<file path="config.mk">
export PLATFORM = sky130hd
export DESIGN_NAME = int_pending_ctrl
export DESIGN_NICKNAME = d
export VERILOG_FILES = /design/src/rtl/int_pending_ctrl.sv
export SDC_FILE = /design/constraint.sdc
export NUM_CORES = 1
export LEC_CHECK = 0
export CAP_MARGIN = 30
export CORE_MARGIN = 4
export CORE_UTILIZATION = 43
export CTS_CLUSTER_DIAMETER = 60
export DETAILED_ROUTE_END_ITERATION = 10
export HOLD_SLACK_MARGIN = 0.08
export PLACE_DENSITY_LB_ADDON = 0.3
export SKIP_CTS_REPAIR_TIMING = 1
export SLEW_MARGIN = 20
export SYNTH_ARGS = -nofsm -noshare
export SYNTH_HDL_FRONTEND = slang
export SYNTH_SLANG_ARGS = --single-unit
</file>
<file path="constraint.sdc">
create_clock -name clk -period 2.72 [get_ports clk]
set_input_delay 0.816 -clock clk [delete_from_list [all_inputs] [get_ports clk]]
set_output_delay 0.816 -clock clk [all_outputs]
set_load 0.01 [all_outputs]
</file>
<file path="src/rtl/int_pending_ctrl.sv">
// rtl/int_pending_ctrl.sv - ESTAT.IS source collection and handshaked interrupt request
// Holds the SWI/TI/IPI pending bits, synchronises HWI lines, and raises int_req towards the commit unit.
module int_pending_ctrl #(
    parameter int SYNC_STAGES  = 2,
    parameter int BLOCK_CYCLES = 2
) (
    input  logic        clk,
    input  logic        rst_n,
    input  logic [7:0]  i_hwi_in,
    input  logic        i_ipi_in,
    input  logic        i_ipi_clr,
    input  logic [1:0]  i_swi,
    input  logic [1:0]  i_swi_clr,
    input  logic        i_ti,
    input  logic        i_ti_clr,
    input  logic        i_ie,
    input  logic [12:0] i_lie,
    output logic [12:0] o_is,
    output logic        o_int_req,
    input  logic        i_int_ack
);

    typedef enum logic [1:0] {
        ST_IDLE  = 2'd0,
        ST_REQ   = 2'd1,
        ST_BLOCK = 2'd2
    } state_t;

    localparam logic [2:0] CNT_LOAD = 3'(BLOCK_CYCLES - 1);

    logic [SYNC_STAGES-1:0][7:0] r_hwi_sync;
    logic [1:0]                  r_swi;
    logic                        r_ti;
    logic                        r_ipi;
    state_t                      r_state;
    logic [2:0]                  r_cnt;

    state_t                      w_state_next;
    logic [2:0]                  w_cnt_next;
    logic [12:0]                 w_is;
    logic                        w_pend;

    // Set has priority over clear so a new event arriving with a clear is never lost.
    always_ff @(posedge clk or negedge rst_n) begin
        if (!rst_n) begin
            r_hwi_sync <= '0;
            r_swi      <= 2'b00;
            r_ti       <= 1'b0;
            r_ipi      <= 1'b0;
        end else begin
            r_hwi_sync <= {r_hwi_sync[SYNC_STAGES-2:0], i_hwi_in};
            r_swi      <= (r_swi & ~i_swi_clr) | i_swi;
            r_ti       <= i_ti | (r_ti & ~i_ti_clr);
            r_ipi      <= i_ipi_in | (r_ipi & ~i_ipi_clr);
        end
    end

    assign w_is   = {r_ipi, r_ti, 1'b0, r_hwi_sync[SYNC_STAGES-1], r_swi};
    assign w_pend = i_ie & (|(w_is & i_lie));
    assign o_is   = w_is;

    always_ff @(posedge clk or negedge rst_n) begin
        if (!rst_n) begin
            r_state <= ST_IDLE;
            r_cnt   <= 3'd0;
        end else begin
            r_state <= w_state_next;
            r_cnt   <= w_cnt_next;
        end
    end

    // BLOCK masks the request while the core's IE clear is still in flight.
    always_comb begin
        w_state_next = r_state;
        w_cnt_next   = r_cnt;
        case (r_state)
            ST_IDLE: begin
                if (w_pend) begin
                    w_state_next = ST_REQ;
                end
            end
            ST_REQ: begin
                if (i_int_ack) begin
                    w_state_next = ST_BLOCK;
                    w_cnt_next   = CNT_LOAD;
                end else if (!w_pend) begin
                    w_state_next = ST_IDLE;
                end
            end
            ST_BLOCK: begin
                if (r_cnt == 3'd0) begin
                    w_state_next = ST_IDLE;
                end else begin
                    w_cnt_next = r_cnt - 3'd1;
                end
            end
            default: begin
                w_state_next = ST_IDLE;
                w_cnt_next   = 3'd0;
            end
        endcase
    end

    assign o_int_req = (r_state == ST_REQ);

endmodule

</file>
Word-level counts from Yosys, hierarchy flattened
Index checks and enable logic that the tools add are counted.

word-level totals
  register bits after elaboration = 25
  input bits = 33
  output and inout bits = 14
  word-level logic and storage cells = 40

cells by class
  $add $sub $neg = 1
  equal/unequal tests = 7
  muxes and demuxes = 8
  bitwise gates (word level) = 12
  reductions and logical operators = 5

operator list
  kind                                                                count
  13-bit bitwise AND                                                  1
  13-bit OR reduction                                                 1
  3-bit one-hot mux with 3 select lines                               1
  2-bit two-way mux                                                   4
  3-bit two-way mux                                                   2
  2-bit != test, second input constant                                3
  2-bit one-hot mux with 3 select lines                               1
  3-bit AND reduction                                                 2
  1-bit bitwise AND                                                   3
  3-bit zero test                                                     1
  3-bit != test, second input constant                                1
  1-bit inverter                                                      3
  3-bit by 1-bit subtractor with 3-bit output, second input constant  1
  2-bit bitwise AND                                                   1
  2-bit by 1-bit == test with 1-bit output, second input constant     1
  2-bit == test, second input constant                                1
  2-bit zero test                                                     1
  2-bit by 1-bit != test with 1-bit output, second input constant     1
  2-bit inverter                                                      1
  1-bit OR                                                            2
  2-bit OR                                                            1

Logic depth before layout (Yosys ltp)
Gate-level depths: netlist of the first run.

  depth after elaboration = 6
  depth in mapped cells = 7
  mapped depth without buffers = 7

Worst setup path after synthesis of the first run
Ideal clock, no wire load.

  kind = input to register
  from = input port i_lie[1]
  to = register r_state[1]
  setup time = 0.079 ns
  arrival time = 1.748 ns
  required time = 2.641 ns
  path slack = 0.893 ns
  cell stages on the path = 5
  buffers on the path = 0
  cells stage by stage = a22oi_1 > nand2_1 > o31ai_4 > mux2i_1 > mux2i_1

between the ends
  word-level cells in the longest chain between the ends = 5
  elaborated cells on any way between the ends = 6
  classes of those cells = 2 x eq/ne; 2 x bitwise; 2 x reduce/logical

RTL lines
  element                                                          RTL line  text
  start, declared                                                  17        input logic [12:0] i_lie,
  13-bit bitwise AND *                                             59        assign w_pend = i_ie & (|(w_is & i_lie));
  13-bit OR reduction *                                            59
  1-bit bitwise AND *                                              59
  3-bit != test (no line) / 2-bit != test (equally long branches)  -
  3-bit AND reduction (no line) *                                  -
  end signal, assigned                                             67        r_state <= w_state_next;
  end, declared                                                    35        state_t r_state;

Every way passes the cells marked *; elsewhere a longest branch is shown, timed or not.
A chain may end at the register's enable or synchronous reset.

Worst setup path in the final report of the first run
  from = register r_state[1]
  to = output port o_int_req

between the ends
  word-level cells in the longest chain between the ends = 1

RTL lines
  element                                   RTL line  text
  2-bit by 1-bit == test with 1-bit output  104       assign o_int_req = (r_state == ST_REQ);
  end, declared                             19        output logic o_int_req,

Every way passes these cells.

==> results of run 1 <==
per-stage QoR:
| stage | setup slack [ps] | instance area, um^2 | power [W] | utilization (%) | instances |
|---|---|---|---|---|---|
| 2_1_floorplan | 893 | 1040 | 0.000653 | - | 84 |
| 3_3_place_gp | 378 | 1440 | 0.000760 | 63.8 | 146 |
| 3_5_place_dp | 351 | 1440 | 0.000781 | 63.8 | 146 |
| 4_1_cts | 253 | 1470 | 0.000956 | 65.2 | 150 |
| 5_1_grt | 208 | 1470 | 0.00101 | 65.2 | 150 |
| 6_report | 263 | 1470 | 0.000943 | 65.2 | 150 |
layer usage:
metal,GRT usage [%],vias up
met5,0,-
met3,4.30,2
met1,13.2,340
met4,3.97,0
met2,26.3,20
li1,-,346
logic make-up (layout without fill, tap and decap cells):
group / Yosys count / after routing / share of synthesized area [%]
AOI/OAI and AO/OA: 20 / 20 / 15.5
adders and majority gates: 5 / 5 / 6.02
buffers and inverters: 21 / 59 / 11.6
DFF: 25 / 25 / 60.2
muxes: 2 / 2 / 1.93
other: 1 / 1 / 0.361
and+or+nand+nor: 10 / 10 / 4.34
synth_stat cells:
cell type	instances
sky130_fd_sc_hd__o21ai_0	3
sky130_fd_sc_hd__inv_1	10
sky130_fd_sc_hd__o22ai_1	1
sky130_fd_sc_hd__ha_1	5
sky130_fd_sc_hd__dfrtp_1	25
sky130_fd_sc_hd__buf_4	11
sky130_fd_sc_hd__conb_1	1
sky130_fd_sc_hd__a211oi_2	1
sky130_fd_sc_hd__nand4b_1	1
sky130_fd_sc_hd__a21oi_1	1
sky130_fd_sc_hd__nor2_1	4
sky130_fd_sc_hd__a21o_1	3
sky130_fd_sc_hd__a32o_1	1
sky130_fd_sc_hd__o211ai_1	1
sky130_fd_sc_hd__nand2_1	4
sky130_fd_sc_hd__a22oi_1	7
sky130_fd_sc_hd__mux2i_1	2
sky130_fd_sc_hd__o31ai_4	1
sky130_fd_sc_hd__a21o_2	1
sky130_fd_sc_hd__nor2b_1	1
flip-flops by register name, summed over array words and instances (netlist names):
name	flops
o_is	8
r_cnt	3
r_state	2
r_swi	2
r_hwi_sync	8
r_ipi	1
r_ti	1
power breakdown:
| part | total (W) | leakage [nW] | switching, W | internal (W) |
|---|---|---|---|---|
| sequential | 0.000443 | 0.296 | 0.0000267 | 0.000417 |
| clock | 0.000172 | 0.0183 | 0.000112 | 0.0000598 |
| combinational | 0.000327 | 0.337 | 0.000162 | 0.000165 |
| total | 0.000943 | 0.651 | 0.000301 | 0.000642 |
cell type report:
cell class                 count  area [um^2]  area share [%]
inverter                      10         37.5            2.55
multi-input combinational     38          293            19.9
clock inverter                 1         8.76           0.596
clock buffer                   3         22.5            1.53
tap                           28         35.0            2.38
sequential                    25          626            42.6
timing repair buffer          45          448            30.5
worst max-delay path, delay by kind of cell (launching register included):
family	cells	cell delay, ps
DFF	1	430
adders and majority gates	1	230
buffers and inverters	2	660
final timing paths:
kind                                         to
hold reg to reg               o_is[5]$_DFF_PN0_
max in group asynchronous  r_cnt[2]$_DFFE_PN0P_
hold / removal                o_is[5]$_DFF_PN0_
setup reg to reg           r_cnt[2]$_DFFE_PN0P_
setup / recovery                      o_int_req
min in group asynchronous    r_swi[1]$_DFF_PN0_
==> qor.txt, run 1 <==
Critical path peak fanout = 4
TritonCTS sink count = 25
Worst R2R Setup Slack = 970 ps
Largest vdd supply drop = 543 uV
Starting utilization of the core area = 46.1%
Final worst-path cycle share = 90.3%
Routability congestion estimate from global placement = 0.709
Critical path capture point type = output pin
Leftover overflow at the end of global routing = 0
Most common library cell in the layout ignoring fill and taps = sky130_fd_sc_hd__clkdlybuf4s50_1
Number of optimization iterations in the first detailed-route pass = 3
First-pass GRT wire length = 3350 um
Number of synthesized register bits = 25
Cells traversed along the worst timing path = inv_1 -> ha_1 -> clkdlybuf4s50_1
Vias post-DR = 708
Cell taking the most area after synthesis = sky130_fd_sc_hd__dfrtp_1
Final worst path period need = 2460 ps
Top area cells in the synthesized netlist = sky130_fd_sc_hd__dfrtp_1 (60%), sky130_fd_sc_hd__buf_4 (8.0%), sky130_fd_sc_hd__ha_1 (6.0%), sky130_fd_sc_hd__a22oi_1 (5.1%), sky130_fd_sc_hd__inv_1 (3.6%)
Largest net degree at the start of global routing = 26
Peak per-stage delay on the critical path = 550 ps
Worst path required time = 1900 ps
Worst min-delay path startpoint = r_hwi_sync[3]$_DFF_PN0_
Share of Yosys cell area claimed by the top area cell type = 60.2%
Gate count of the mapped netlist = 84
Clock Skew = 2.29 ps
Count of input and output buffers = 44
Via count of the first global-routing pass = 793
Critical path type = register to output pin
Worst hold slack after final layout = 364 ps
Antenna diodes = 0
DR WL met3 = 114 um
Startpoint type of the worst setup path = register
Total nets after synthesis = 122
Count of antenna-violating nets left after detailed routing = 0
Horizontal die dimension = 57.1 um
Hold-critical path depth = 0
Clock slew at reported path FFs = 140 ps
Cts bufs inserted = 3
Die outline height = 57.1 um
Max Buffers Root-to-Sink = 2
Top-Level Pins = 47
Final setup viols = 0
P&R area growth vs syn = 41.6%
Reg2reg path depth = 6
Status = complete, no violations
Routed wl met2 = 1150 um
Count of standard-cell rows = 17
Final routed DRC violation total = 0
Ratio of cells with drive above 1 in the final layout = 6.56%
Worst setup startpoint = r_state[1]$_DFFE_PN0P_
Initial antenna violation count = 0
Commonest non-fill, non-tap cells in the layout = sky130_fd_sc_hd__clkdlybuf4s50_1 (44), sky130_fd_sc_hd__dfrtp_1 (25), sky130_fd_sc_hd__inv_1 (10)
Placeable core region = 0.00225 mm^2
Estimated wirelength of the detail-placed design = 1660 um
Synth Warn # = 0
Count of H-tree levels built during CTS = 1
Slew Viols, Final = 0
Reg-to-Reg Start = r_state[1]$_DFFE_PN0P_
Cell with the largest stage delay on the worst path = sky130_fd_sc_hd__clkdlybuf4s50_1
Accumulated negative setup slack = 0 ps
Synth Cell Area = 0.00104 mm^2
Achievable clock frequency = 407 MHz
Leakage power = 0.651 nW
Maxcap violations = 0
Wirelength, routed = 1970 um
Number of inserted filler cells in the final layout = 190
Routed wirelength normalized by instance count = 13.2 um
Met1 routed wirelength after detailed routing = 693 um
Unique masters post-synth = 20
Overall Global Routing Usage = 13.4%
Top metal layer carrying routed signals = met4
Sequential element share of the synthesized area = 60.2%
Per-cell via count in the routed design = 4.72
DRC violation total after the first TritonRoute iteration = 7
Floorplan die area = 0.00327 mm^2
Total power divided by cell area = 641 mW/mm^2
Clock tree from TritonCTS = yes
Arrival time at the worst endpoint = 1640 ps
Class of the most critical hold timing path = register to register
CTS Root Buffer Type = sky130_fd_sc_hd__clkbuf_4
RSZ-0062 raised after global routing = false
Number of endpoints with negative hold slack in the final report = 0
Syn Area/Cell = 12.4 um^2
Clock latency on the worst-skew pair = 320 ps
Net count reported at finish = 161
Power figures use the tool's default switching activity.
==> inputs of run 2 (changes only) <==
SKIP_CTS_REPAIR_TIMING = not set   (was 1)
==> results of run 2 <==
Same layout as run 1: the final DEF is identical, and so are final timing and power.
